==> config.mk <==
export PLATFORM = sky130hd
export DESIGN_NAME = sdram_arbiter_flat
export DESIGN_NICKNAME = d
export VERILOG_FILES = /design/src/rtl/sdram_arbiter_if.sv /design/src/rtl/sdram_arbiter.sv /design/src/flat_wrapper.sv
export SDC_FILE = /design/constraint.sdc
export NUM_CORES = 1
export LEC_CHECK = 0
export ABC_AREA = 1
export ABC_CLOCK_PERIOD_IN_PS = 3300
export CORE_AREA = 2 2 126 79
export DETAILED_ROUTE_END_ITERATION = 10
export DIE_AREA = 0 0 128 81
export GPL_TIMING_DRIVEN = 1
export PLACE_DENSITY = 0.85
export SYNTH_ARGS = -nofsm -noshare
export SYNTH_HDL_FRONTEND = slang
export SYNTH_SLANG_ARGS = --single-unit
==> constraint.sdc <==
create_clock -name clk -period 3.3 [get_ports clk]
set_clock_uncertainty 0.15 [all_clocks]
set_input_delay 0.495 -clock clk [delete_from_list [all_inputs] [get_ports clk]]
set_output_delay 0.495 -clock clk [all_outputs]
set_load 0.03 [all_outputs]
==> src/rtl/sdram_arbiter_if.sv <==
// Signal bundle between the two requesters, the arbiter and the sdram_block host port.
// Valid/ready: a request is taken in the cycle where reqN_valid and reqN_ready are both 1; until then the requester holds every request field stable, and it may drop valid instead.
interface sdram_arbiter_if #(
    parameter int ADDR_W = 24,
    parameter int DATA_W = 16
);
    logic [ADDR_W-1:0] req0_addr;
    logic [DATA_W-1:0] req0_wr_data;
    logic              req0_we;
    logic              req0_valid;
    logic              req0_ready;
    logic [DATA_W-1:0] req0_rsp_data;
    logic              req0_rsp_valid;
    logic              req0_rsp_err;

    logic [ADDR_W-1:0] req1_addr;
    logic [DATA_W-1:0] req1_wr_data;
    logic              req1_we;
    logic              req1_valid;
    logic              req1_ready;
    logic [DATA_W-1:0] req1_rsp_data;
    logic              req1_rsp_valid;
    logic              req1_rsp_err;

    logic [ADDR_W-1:0] ram_addr;
    logic [DATA_W-1:0] ram_wr_data;
    logic              ram_wr_en;
    logic              ram_rd_en;
    logic              ram_busy;
    logic              ram_rd_ready;
    logic [DATA_W-1:0] ram_rd_data;
    logic              ram_rd_ack;

    modport slave (
        input  req0_addr, req0_wr_data, req0_we, req0_valid,
        output req0_ready, req0_rsp_data, req0_rsp_valid, req0_rsp_err,
        input  req1_addr, req1_wr_data, req1_we, req1_valid,
        output req1_ready, req1_rsp_data, req1_rsp_valid, req1_rsp_err,
        output ram_addr, ram_wr_data, ram_wr_en, ram_rd_en, ram_rd_ack,
        input  ram_busy, ram_rd_ready, ram_rd_data
    );

    modport master (
        output req0_addr, req0_wr_data, req0_we, req0_valid,
        input  req0_ready, req0_rsp_data, req0_rsp_valid, req0_rsp_err,
        output req1_addr, req1_wr_data, req1_we, req1_valid,
        input  req1_ready, req1_rsp_data, req1_rsp_valid, req1_rsp_err,
        input  ram_addr, ram_wr_data, ram_wr_en, ram_rd_en, ram_rd_ack,
        output ram_busy, ram_rd_ready, ram_rd_data
    );
endinterface

==> src/rtl/sdram_arbiter.sv <==
// Round-robin arbiter sharing the sdram_block host port between CPU (req0) and DMA (req1).
// Optional read timeout with stale-entry discard is enabled by defining SDRAM_ARB_TIMEOUT_EN.
module sdram_arbiter #(
    parameter int ADDR_W         = 24,
    parameter int DATA_W         = 16,
    parameter int TIMEOUT_CYCLES = 1023
) (
    input  logic       clk,
    input  logic       rst,
    sdram_arbiter_if.slave bus,
    output logic [1:0] dbg_state
);
    typedef enum logic [1:0] {
        IDLE    = 2'd0,
        ISSUE   = 2'd1,
        RD_WAIT = 2'd2,
        RD_DONE = 2'd3
    } state_t;

    state_t state, state_n;
    logic   rr_ptr;
    logic   owner_q;
    logic   we_q;
    logic   grant;
    logic   owner_n;
    logic   rd_seen;
    logic   stale_hit;
    logic   timeout_hit;

    // While ack is high the FIFO head is the entry being popped, so its ready is not new data.
    assign rd_seen   = bus.ram_rd_ready && !bus.ram_rd_ack;
    assign dbg_state = state;

    always_comb begin
        state_n = state;
        grant   = 1'b0;
        owner_n = 1'b0;
        case (state)
            IDLE: begin
                if (!stale_hit && !bus.ram_busy && (bus.req0_valid || bus.req1_valid)) begin
                    grant   = 1'b1;
                    owner_n = (bus.req0_valid && bus.req1_valid) ? ~rr_ptr : bus.req1_valid;
                    state_n = ISSUE;
                end
            end
            ISSUE:   state_n = we_q ? IDLE : RD_WAIT;
            RD_WAIT: begin
                if (stale_hit)
                    state_n = RD_WAIT;
                else if (rd_seen)
                    state_n = RD_DONE;
                else if (timeout_hit)
                    state_n = IDLE;
            end
            RD_DONE: state_n = IDLE;
            default: state_n = IDLE;
        endcase
    end

    assign bus.req0_ready = grant && !owner_n && rst;
    assign bus.req1_ready = grant && owner_n && rst;

    always_ff @(posedge clk or negedge rst) begin
        if (!rst) begin
            state              <= IDLE;
            rr_ptr             <= 1'b1;
            owner_q            <= 1'b0;
            we_q               <= 1'b0;
            bus.ram_addr       <= '0;
            bus.ram_wr_data    <= '0;
            bus.ram_wr_en      <= 1'b0;
            bus.ram_rd_en      <= 1'b0;
            bus.ram_rd_ack     <= 1'b0;
            bus.req0_rsp_data  <= '0;
            bus.req1_rsp_data  <= '0;
            bus.req0_rsp_valid <= 1'b0;
            bus.req1_rsp_valid <= 1'b0;
        end else begin
            state              <= state_n;
            bus.ram_wr_en      <= 1'b0;
            bus.ram_rd_en      <= 1'b0;
            bus.ram_rd_ack     <= 1'b0;
            bus.req0_rsp_valid <= 1'b0;
            bus.req1_rsp_valid <= 1'b0;
            if (grant) begin
                owner_q         <= owner_n;
                rr_ptr          <= owner_n;
                we_q            <= owner_n ? bus.req1_we : bus.req0_we;
                bus.ram_addr    <= owner_n ? bus.req1_addr : bus.req0_addr;
                bus.ram_wr_data <= owner_n ? bus.req1_wr_data : bus.req0_wr_data;
                bus.ram_wr_en   <= owner_n ? bus.req1_we : bus.req0_we;
                bus.ram_rd_en   <= owner_n ? !bus.req1_we : !bus.req0_we;
            end
            if (state == RD_WAIT && rd_seen && !stale_hit) begin
                bus.ram_rd_ack <= 1'b1;
                if (owner_q) begin
                    bus.req1_rsp_data  <= bus.ram_rd_data;
                    bus.req1_rsp_valid <= 1'b1;
                end else begin
                    bus.req0_rsp_data  <= bus.ram_rd_data;
                    bus.req0_rsp_valid <= 1'b1;
                end
            end
            if (stale_hit)
                bus.ram_rd_ack <= 1'b1;
        end
    end

`ifdef SDRAM_ARB_TIMEOUT_EN
    localparam int CNT_W = $clog2(TIMEOUT_CYCLES + 1);

    logic             stale;
    logic [CNT_W-1:0] wait_cnt;

    // A timed-out read leaves one orphan entry in the read FIFO; it is popped on first sight.
    assign stale_hit   = stale && rd_seen && (state == IDLE || state == RD_WAIT);
    assign timeout_hit = (state == RD_WAIT) && !rd_seen &&
                         (wait_cnt == CNT_W'(TIMEOUT_CYCLES - 1));

    always_ff @(posedge clk or negedge rst) begin
        if (!rst) begin
            stale            <= 1'b0;
            wait_cnt         <= '0;
            bus.req0_rsp_err <= 1'b0;
            bus.req1_rsp_err <= 1'b0;
        end else begin
            bus.req0_rsp_err <= 1'b0;
            bus.req1_rsp_err <= 1'b0;
            if (state != RD_WAIT || stale_hit)
                wait_cnt <= '0;
            else
                wait_cnt <= wait_cnt + CNT_W'(1);
            if (stale_hit) begin
                stale <= 1'b0;
            end else if (timeout_hit) begin
                stale <= 1'b1;
                if (owner_q)
                    bus.req1_rsp_err <= 1'b1;
                else
                    bus.req0_rsp_err <= 1'b1;
            end
        end
    end
`else
    assign stale_hit        = 1'b0;
    assign timeout_hit      = 1'b0;
    assign bus.req0_rsp_err = 1'b0;
    assign bus.req1_rsp_err = 1'b0;
`endif
endmodule

==> src/flat_wrapper.sv <==
// flat-port wrapper written by rule: the top's interface ports become plain ports
module sdram_arbiter_flat 
#(
    parameter int ADDR_W         = 24,
    parameter int DATA_W         = 16,
    parameter int TIMEOUT_CYCLES = 1023
)
  (clk, rst, dbg_state, bus_req0_addr, bus_req0_wr_data, bus_req0_we, bus_req0_valid, bus_req0_ready, bus_req0_rsp_data, bus_req0_rsp_valid, bus_req0_rsp_err, bus_req1_addr, bus_req1_wr_data, bus_req1_we, bus_req1_valid, bus_req1_ready, bus_req1_rsp_data, bus_req1_rsp_valid, bus_req1_rsp_err, bus_ram_addr, bus_ram_wr_data, bus_ram_wr_en, bus_ram_rd_en, bus_ram_rd_ack, bus_ram_busy, bus_ram_rd_ready, bus_ram_rd_data);
  sdram_arbiter_if #(.ADDR_W(ADDR_W), .DATA_W(DATA_W)) bus_i ();
  input  logic clk;
  input  logic rst;
  output logic [1:0] dbg_state;
  input wire logic [$bits(bus_i.req0_addr)-1:0] bus_req0_addr;
  input wire logic [$bits(bus_i.req0_wr_data)-1:0] bus_req0_wr_data;
  input wire logic [$bits(bus_i.req0_we)-1:0] bus_req0_we;
  input wire logic [$bits(bus_i.req0_valid)-1:0] bus_req0_valid;
  output wire logic [$bits(bus_i.req0_ready)-1:0] bus_req0_ready;
  output wire logic [$bits(bus_i.req0_rsp_data)-1:0] bus_req0_rsp_data;
  output wire logic [$bits(bus_i.req0_rsp_valid)-1:0] bus_req0_rsp_valid;
  output wire logic [$bits(bus_i.req0_rsp_err)-1:0] bus_req0_rsp_err;
  input wire logic [$bits(bus_i.req1_addr)-1:0] bus_req1_addr;
  input wire logic [$bits(bus_i.req1_wr_data)-1:0] bus_req1_wr_data;
  input wire logic [$bits(bus_i.req1_we)-1:0] bus_req1_we;
  input wire logic [$bits(bus_i.req1_valid)-1:0] bus_req1_valid;
  output wire logic [$bits(bus_i.req1_ready)-1:0] bus_req1_ready;
  output wire logic [$bits(bus_i.req1_rsp_data)-1:0] bus_req1_rsp_data;
  output wire logic [$bits(bus_i.req1_rsp_valid)-1:0] bus_req1_rsp_valid;
  output wire logic [$bits(bus_i.req1_rsp_err)-1:0] bus_req1_rsp_err;
  output wire logic [$bits(bus_i.ram_addr)-1:0] bus_ram_addr;
  output wire logic [$bits(bus_i.ram_wr_data)-1:0] bus_ram_wr_data;
  output wire logic [$bits(bus_i.ram_wr_en)-1:0] bus_ram_wr_en;
  output wire logic [$bits(bus_i.ram_rd_en)-1:0] bus_ram_rd_en;
  output wire logic [$bits(bus_i.ram_rd_ack)-1:0] bus_ram_rd_ack;
  input wire logic [$bits(bus_i.ram_busy)-1:0] bus_ram_busy;
  input wire logic [$bits(bus_i.ram_rd_ready)-1:0] bus_ram_rd_ready;
  input wire logic [$bits(bus_i.ram_rd_data)-1:0] bus_ram_rd_data;
  assign bus_i.req0_addr = bus_req0_addr;
  assign bus_i.req0_wr_data = bus_req0_wr_data;
  assign bus_i.req0_we = bus_req0_we;
  assign bus_i.req0_valid = bus_req0_valid;
  assign bus_req0_ready = bus_i.req0_ready;
  assign bus_req0_rsp_data = bus_i.req0_rsp_data;
  assign bus_req0_rsp_valid = bus_i.req0_rsp_valid;
  assign bus_req0_rsp_err = bus_i.req0_rsp_err;
  assign bus_i.req1_addr = bus_req1_addr;
  assign bus_i.req1_wr_data = bus_req1_wr_data;
  assign bus_i.req1_we = bus_req1_we;
  assign bus_i.req1_valid = bus_req1_valid;
  assign bus_req1_ready = bus_i.req1_ready;
  assign bus_req1_rsp_data = bus_i.req1_rsp_data;
  assign bus_req1_rsp_valid = bus_i.req1_rsp_valid;
  assign bus_req1_rsp_err = bus_i.req1_rsp_err;
  assign bus_ram_addr = bus_i.ram_addr;
  assign bus_ram_wr_data = bus_i.ram_wr_data;
  assign bus_ram_wr_en = bus_i.ram_wr_en;
  assign bus_ram_rd_en = bus_i.ram_rd_en;
  assign bus_ram_rd_ack = bus_i.ram_rd_ack;
  assign bus_i.ram_busy = bus_ram_busy;
  assign bus_i.ram_rd_ready = bus_ram_rd_ready;
  assign bus_i.ram_rd_data = bus_ram_rd_data;
  sdram_arbiter #(.ADDR_W(ADDR_W), .DATA_W(DATA_W), .TIMEOUT_CYCLES(TIMEOUT_CYCLES)) u_core (.clk(clk), .rst(rst), .bus(bus_i), .dbg_state(dbg_state));
endmodule
# [Yosys cells after proc, flatten, opt, wreduce, memory -nomap -nowiden]
# Index checks and enable logic that the tools add are counted.
[totals] reg_bits=82 inputBits=104 output_inout_bits=83 elab_cells=58
[op_classes] eq_ne=5 muxes=20 n_bitwise=2 reduce_logical=18
[ops] cell="two-way mux 24 bit" count=1
[ops] cell="two-way mux 16 bit" count=1
[ops] cell="two-way mux 1 bit" count=14
[ops] cell="logical AND 1 bit" count=8
[ops] cell="one-hot mux 2 bit (4 select lines)" count=1
[ops] cell="two-way mux 2 bit" count=3
[ops] cell="AND reduction 2 bit" count=3
[ops] cell="zero test 1 bit" count=5
[ops] cell="equality test 2 bit, second input constant" count=2
[ops] cell="!= test 2 x 1 -> 1 bit, second input constant" count=2
[ops] cell="equality test 2 x 1 -> 1 bit, second input constant" count=1
[ops] cell="zero test 2 bit" count=1
[ops] cell="NOT 1 bit" count=2
[ops] cell="logical OR 1 bit" count=1

# [Logic depth before layout (Yosys ltp)]
[depth] word_depth=7 mapped_depth=9 ltp_nobuf=7

# [Worst setup path before layout]
# OpenSTA, ideal clock, no wires.
[synth_path] path_kind="register to output" from="register u_core.state[0] (netlist: u_core.dbg_state[0])" to="output port bus_req0_ready" arrival_ns=1.790 required_time_ns=2.655 path_slack_ns=0.865 path_stages_with_launch=8 n_path_buf=2 cell_sequence="dfrtp_1 inv_2 nand2_1 nor2_4 nand2_2 buf_6 buf_2 nor3_1"
[synth_via] elab_chain_cells=5 elab_cells_between_ends=6 classes_between="mux (2); reduce/logical (4)"
[synth_rtl] element="start, declared" line="sdram_arbiter.sv:20" source="state_t state, state_n;"
[synth_rtl] element="start signal, assigned" line="sdram_arbiter.sv:79" source="state <= state_n;"
[synth_rtl] element="zero test 2 bit *" line="sdram_arbiter.sv:38" source="case (state)"
[synth_rtl] element="two-way mux 1 bit" line="sdram_arbiter.sv:38"
[synth_rtl] element="zero test 1 bit" line="sdram_arbiter.sv:60" source="assign bus.req0_ready = grant && !owner_n && rst;"
[synth_rtl] element="logical AND 1 bit * (2 in a row)" line="sdram_arbiter.sv:60"
[synth_rtl] element="end, declared" line="flat_wrapper.sv:17" source="output wire logic [$bits(bus_i.req0_ready)-1:0] bus_req0_ready;"
# Mark *: on every way between the ends. The rest lies on a longest branch, timed or not.

# [Worst setup path in the final report]
[layout_path] from="input port bus_req1_valid" to="output port bus_req1_ready"
[layout_via] elab_chain_cells=6 elab_cells_between_ends=10 classes_between="mux (5); reduce/logical (5)"
[layout_rtl] element="start, declared" line="flat_wrapper.sv:24" source="input wire logic [$bits(bus_i.req1_valid)-1:0] bus_req1_valid;"
[layout_rtl] element="logical AND 1 bit / logical OR 1 bit (equally long branches)" line="sdram_arbiter.sv:42, sdram_arbiter.sv:40"
[layout_rtl] element="two-way mux 1 bit / logical AND 1 bit (equally long branches)" line="sdram_arbiter.sv:42, sdram_arbiter.sv:40"
[layout_rtl] element="two-way mux 1 bit" line="sdram_arbiter.sv:40" source="if (!stale_hit && !bus.ram_busy && (bus.req0_valid || bus.req1_valid)) begin"
[layout_rtl] element="two-way mux 1 bit" line="sdram_arbiter.sv:38"
[layout_rtl] element="logical AND 1 bit * (2 in a row)" line="sdram_arbiter.sv:61" source="assign bus.req1_ready = grant && owner_n && rst;"
[layout_rtl] element="end, declared" line="flat_wrapper.sv:25" source="output wire logic [$bits(bus_i.req1_ready)-1:0] bus_req1_ready;"
# Marked as above.

==> results.yml <==
clock_network:
  tritoncts: "built"
  post_cts.resized_instances: 0
  cts_hold_buffers: 0
  clockRootBuffer: "sky130_fd_sc_hd__clkbuf_16"
  clkTransAtPathRegs_ps: 60
  clock_tree.htree_level_count: 3
  number_of_buffers_created_by_cts: 9
  post_cts_setup_buffers: 0
  clock_sinks: 82
  max-clock-path-buffers: 2
  insertion_delay_ps: 330
worst_setup_path:
  crit_start: "bus_req1_valid"
  critPathMaxStageDelay_ps: 500
  critical_path.slowest_cell: "sky130_fd_sc_hd__clkdlybuf4s50_1"
  cp.depth: 6
  cp_num_buf_inv: 3
  timing.critical_path.max_delay_family: "buffers and inverters"
  worst_endpoint_data_arrival_time_ps: 1660
  end_kind: "output pin"
  worst-path-max-fanout: 12
  critical_path.startpoint_type: "primary input"
  required_ps: 2650
  crit_chain: "clkdlybuf4s50_1, nand2_1, inv_2, nand2_1, nor2_1, buf_4"
  setup.worst_path.class: "primary input to output pin"
  reg2regPathDepth: 8
  reg2reg_slack_ps: 1430
  reg2reg_to: "u_core.bus.ram_addr[11]"
  dominant_cell_type_by_count_on_the_critical_path: "sky130_fd_sc_hd__nand2_1"
  endpoint: "bus_req1_ready"
  rr_startpoint: "u_core.dbg_state[0]"
timing:
  fin_tns_setup_ps: 0
  final_hold_viol_count: 0
  layout_min_cycle_time_ps: 2300
  period_share: 0.698
  worst_slew_margin_rel: 0.304
  worst_slew_pin_slew_ps: 1040
  slew_viol_final: 0
  fmaxAchievable_ghz: 0.434
  setup_viol: 0
  grt_setup_unrepaired: "false"
global_routing:
  globalRouteMet3Util: 0.0771
  grt_usage: 0.221
  grt_antenna_before_repair: 0
  grt_use_met2: 0.367
  global_route.overflow_total: 0
  global_route.usage.met1: 0.270
  wire_length_of_the_first_global_routing_pass_mm: 17.8
  maximum_number_of_pins_on_one_net_before_global_route_repair: 85
  first_global_vias: 3696
  grt_most_used_layer: "met2"
logic_synthesis:
  post_synth_and_or_nand_nor_area_fraction: 0.316
  cell_count_after_synthesis: 568
  ys_ff_latch: 82
  main_combinational_cell_family_by_area_after_synthesis: "simple AND/OR/NAND/NOR gates"
  syn-mean-instance-area_um2: 7.08
  synth_compound_gate_area_share: 0.0455
  synth-warning-count: 0
  synth_cell_types: 18
  synthAdderAreaFrac: 0
  seq_area_frac_synth: 0.511
  netlist_area_pre_place_mm2: 0.00402
  synth_xor_area_frac: 0
  post_synth_mux_area_share: 0
finish:
  layout.cells.most_common: "sky130_fd_sc_hd__nand2_1"
  sequential_cell_area_mm2: 0.00205
  multi_input_comb_area_mm2: 0.00146
  n_antenna_cell: 0
  layout_overhead_on_the_synthesized_area_pct: 55.0
  final_cell_area_mm2: 0.00623
  top_library_cells_by_usage_in_the_layout_fill_and_taps_aside: "sky130_fd_sc_hd__nand2_1 (235), sky130_fd_sc_hd__clkdlybuf4s50_1 (181), sky130_fd_sc_hd__inv_1 (89)"
  final_layout_size_suffix_gt1_frac: 0.0442
  utilization_after_layout: 0.664
  finalNetCount: 847
  layout.cells.non_filler: 867
  n_fill_cell: 761
place:
  placedInstanceArea_mm2: 0.00589
  routabilityCongestion: 0.824
  dp.final_hpwl_mm: 7.89
  numPortBuffers: 184
  post-place-cells: 852
status:
  result_of_the_run: "complete, no violations"
pwr:
  maximum_vdd_ir_drop_v: 0.000505
  static-leakage-power_nw: 3.39
  p_per_area_mw_per_mm2: 949
  finalPower_mw: 5.91
drt:
  avgViaCountPerCell: 4.53
  post_drt_wl_per_cell_um: 12.9
  detail_route.wirelength_mm: 11.2
  drt_pass1_iterations: 4
  drtIter0Drc: 191
  via_count: 3925
  detail_route.drc_violations: 0
  route.antenna.remaining_nets: 0
floorplanning:
  fp.coreArea_mm2: 0.00939
  io_pins: 187
  die_span_in_y_um: 81
  initial_utilization: 0.428
  dieWidth_um: 128
  floorplan.rows: 28
  die_outline_area_mm2: 0.0104
hold_path:
  hold_class: "primary input to asynchronous set/reset pin"
run:
  drv.max_cap_violation_count: 0
[power breakdown]
group | switching (mW) | total, mW | internal (mW) | leakage [nW]
Sequential | 0.234 | 1.70 | 1.46 | 0.969
Clock | 0.386 | 1.14 | 0.754 | 0.165
Combinational | 1.89 | 3.07 | 1.19 | 2.25
Total | 2.51 | 5.91 | 3.40 | 3.39
[flip-flops by register name (all words and copies together), names as in the netlist, named ones only]
register	flops
u_core.dbg_state	1
u_core.bus.ram_rd_ack	1
u_core.bus.req0_rsp_data	16
u_core.bus.ram_wr_data	16
u_core.bus.req1_rsp_data	16
u_core.bus.ram_wr_en	1
u_core.bus.ram_addr	24
u_core.bus.req1_rsp_valid	1
u_core.bus.req0_rsp_valid	1
u_core.rr_ptr	1
u_core.owner_q	1
u_core.bus.ram_rd_en	1
u_core.we_q	1
[synthesized netlist by cell type (all sizes together)]
master / count / area [um^2]
o21ai: 33 / 165
buf: 22 / 145
conb: 1 / 3.75
clkbuf: 5 / 18.8
inv: 92 / 345
dfstp: 1 / 26.3
a21oi: 2 / 10.0
dfrtp: 81 / 2030
nor2: 90 / 360
nor3: 1 / 5.00
nand3: 2 / 10.0
nand2: 237 / 895
o21bai: 1 / 7.51
[worst reg2reg max path, cell delays in order (launching register included)]
cell and delay [ps]:
sky130_fd_sc_hd__dfrtp_1 420, sky130_fd_sc_hd__inv_2 50, sky130_fd_sc_hd__nand2_1 110, sky130_fd_sc_hd__nor2_4 50, sky130_fd_sc_hd__nand2_2 60, sky130_fd_sc_hd__buf_4 600
sky130_fd_sc_hd__nand2_1 170, sky130_fd_sc_hd__inv_1 100, sky130_fd_sc_hd__nor2_1 50
[cell type report]
| class | count | area share |
|---|---|---|
| Sequential cell | 82 | 0.330 |
| Timing Repair Buffer | 190 | 0.302 |
| Multi-Input combinational cell | 368 | 0.234 |
| Inverter | 92 | 0.0554 |
| Clock buffer | 10 | 0.0384 |
| Tap cell | 120 | 0.0241 |
| Clock inverter | 5 | 0.0165 |
[stage by stage]
stage / hold WS [ps] / worst slack [ps]
after floorplan: 49.4 / 865
after global placement: 310 / 953
after detailed placement: 318 / 957
after CTS: 327 / 1010
after global routing: 341 / 940
final: 287 / 998
[worst min path at each step]
stage | endpoint | slack, ps | start | cells past startpoint
3_5_place_dp | u_core.rr_ptr | 320 | u_core.rr_ptr | 2
4_1_cts | u_core.rr_ptr | 330 | u_core.rr_ptr | 2
5_1_grt | u_core.rr_ptr | 340 | u_core.rr_ptr | 2
3_3_place_gp | u_core.rr_ptr | 310 | u_core.rr_ptr | 2
2_1_floorplan | asynchronous set/reset pin | 50 | rst | 0
6_report | u_core.bus.req0_rsp_data[9] | 290 | rst | 2
[logic make-up (layout without fill, tap and decap cells)]
group                  count (synthesis)  after routing
AOI/OAI and AO/OA                     36             36
buffers and inverters                119            297
DFF                                   82             82
other                                  1              2
and+or+nand+nor                      330            330
[per-layer routing]
metal | vias up | part of all wire
li1 | 1988 | -
met1 | 1759 | 0.42
met2 | 156 | 0.46
met3 | 22 | 0.089
met4 | 0 | 0.024
met5 | - | 0
Note: power is estimated with default switching activity, not from simulation.
==> variant (config.mk and constraints unchanged) <==
`ADDR_W` is set to 24 in 3 places; all go to 12.
--- a/src/rtl/sdram_arbiter_if.sv
+++ b/src/rtl/sdram_arbiter_if.sv
@@ -1,7 +1,7 @@
 // Signal bundle between the two requesters, the arbiter and the sdram_block host port.
 // Valid/ready: a request is taken in the cycle where reqN_valid and reqN_ready are both 1; until then the requester holds every request field stable, and it may drop valid instead.
 interface sdram_arbiter_if #(
-    parameter int ADDR_W = 24,
+    parameter int ADDR_W = 12,
     parameter int DATA_W = 16
 );
     logic [ADDR_W-1:0] req0_addr;
--- a/src/rtl/sdram_arbiter.sv
+++ b/src/rtl/sdram_arbiter.sv
@@ -1,7 +1,7 @@
 // Round-robin arbiter sharing the sdram_block host port between CPU (req0) and DMA (req1).
 // Optional read timeout with stale-entry discard is enabled by defining SDRAM_ARB_TIMEOUT_EN.
 module sdram_arbiter #(
-    parameter int ADDR_W         = 24,
+    parameter int ADDR_W         = 12,
     parameter int DATA_W         = 16,
     parameter int TIMEOUT_CYCLES = 1023
 ) (
--- a/src/flat_wrapper.sv
+++ b/src/flat_wrapper.sv
@@ -1,7 +1,7 @@
 // flat-port wrapper written by rule: the top's interface ports become plain ports
 module sdram_arbiter_flat 
 #(
-    parameter int ADDR_W         = 24,
+    parameter int ADDR_W         = 12,
     parameter int DATA_W         = 16,
     parameter int TIMEOUT_CYCLES = 1023
 )
Interface: changed (resized bus_ram_addr, bus_req0_addr and bus_req1_addr); port bits go from 187 to 151. The function was not compared with the original's and may differ.
==> variant against the original RTL <==
Setup slack got worse by 0.12 ns. Clock power fell by 26%. Design area fell by 19%. Wire length fell by 19%. Sequential cell count fell by 12. Global-route usage fell by 4.4 points. Via count fell by 22%. Sequential power fell by 12%. Power fell by 19%. Synthesized cell count fell by 28%. Synthesized area fell by 19%. First-iteration DRC count fell by 1.6%. Largest cell class unchanged.
==> variant: results (changes against the original RTL) <==
stage	metric	value	unit	change
run_status	status	finished, final reports clean		
logic_synthesis	Avg Cell Area, Syn	8.014	sq um	+13%
place	placer congestion estimate	0.7652		-7.2%
sta	setup ws final	0.8779	ns	-0.1198 ns
worst_setup_path	CP peak stage delay	0.49	ns	
pwr	Leak Pwr	2.481	nW	-27%
cells_and_area	Sequential Area	1753	sq um	-15%
place	post-DP HPWL	6.665	mm	-16%
global_routing	M2 GR Usage	29.36	%	-7.4 points
global_routing	vias in the first global route	3031		-18%
cells_and_area	layout cells sized above 1	4.874	%	+0.46 points
worst_setup_path	reg2reg end	u_core.bus.req1_rsp_data[0]$_DFFE_PN0P_		
pwr	sw frac	42.69	%	+0.29 points
global_routing	met1 global-route usage	22.38	%	-4.7 points
detailed_routing	DR top layer	met4		
logic_synthesis	Netlist cell types	22		+4
pwr	power per cell area	946.1	nW/um^2	-0.27%
place	number of I/O port buffers	148		-20%
detailed_routing	DRT iter0 DRCs	188		-1.6%
cells_and_area	fillers	870		+14%
cells_and_area	top flop regs	u_core.bus.ram_wr_data: 16 flops, u_core.bus.req0_rsp_data: 16 flops, u_core.bus.req1_rsp_data: 16 flops		
worst_setup_path	FF-to-FF path depth	4		-4
logic_synthesis	most frequent cells after synthesis	nand2_1 (170), dfrtp_1 (69), inv_1 (50)		
detailed_routing	DR vias	3070		-22%
place	post-placement setup slack	0.8943	ns	-0.06300 ns
global_routing	pin count of the biggest net entering global routing	71		-16%
place	area post-placement	4783	sq um	-19%
worst_setup_path	crit-path max FO	9		-3
worst_setup_path	reg2reg start	u_core.owner_q$_DFFE_PN0N_		
global_routing	GRT Total Usage	17.68	%	-4.4 points
global_routing	global-route wire length before repair	14.42	mm	-19%
pwr	VDD IR-drop max	442.7	uV	-12%
detailed_routing	wire length on met2	4.319	mm	-16%
detailed_routing	Post-Route WL	9.029	mm	-19%
global_routing	initial antenna violation count	0		unchanged
detailed_routing	met1 WL	3.988	mm	-16%
worst_setup_path	flop-to-flop setup slack	1.18	ns	-0.25 ns
sta	relative slew slack	40.61	%	+10 points
pwr	Power Clock	0.000844	W	-26%
place	DP Cell Count	658		-23%
detailed_routing	routed wl met3	599	microns	-40%
cells_and_area	fin cells	674		-22%
worst_setup_path	Critical Path AT	1.78	ns	+0.12 ns
pwr	power share of the sequential group	31.1	%	+2.4 points
logic_synthesis	top cells by area, synth	dfrtp_1 (53%), nand2_1 (20%), inv_1 (5.8%)		
-- variant: changes by cell type in the layout (fill, tap and decap cells not counted), sizes merged, moves of 14 or more --
cell           delta
nor2             -78
nand2            -66
inv              -41
clkdlybuf4s50    -36
nand3            +26
and2             +14
-- variant: layout make-up --
cell class | count | area share [%]
flip-flops and latches | 70 | 34.73
repair buffers | 152 | 30.29
multi-input cells | 265 | 22.93
clock buffers | 14 | 5.032
inverters | 51 | 3.842
well taps | 120 | 2.975
clock inverters | 2 | 0.1983
-- variant: critical path, delay by kind of cell --
| kind | cells | cell delay (ns) |
|---|---|---|
| buf+inv | 3 | 0.86 |
| simple gates | 3 | 0.41 |
-- variant: cell families (layout without fill, tap and decap cells) --
logic type             after synthesis  in the layout  synth area share [%]
AOI/OAI and AO/OA                   37             37                 5.907
buffers and inverters               73            219                 10.89
DFF                                 70             70                 53.74
other                                1              2                0.1150
and+or+nand+nor                    226            226                 29.34
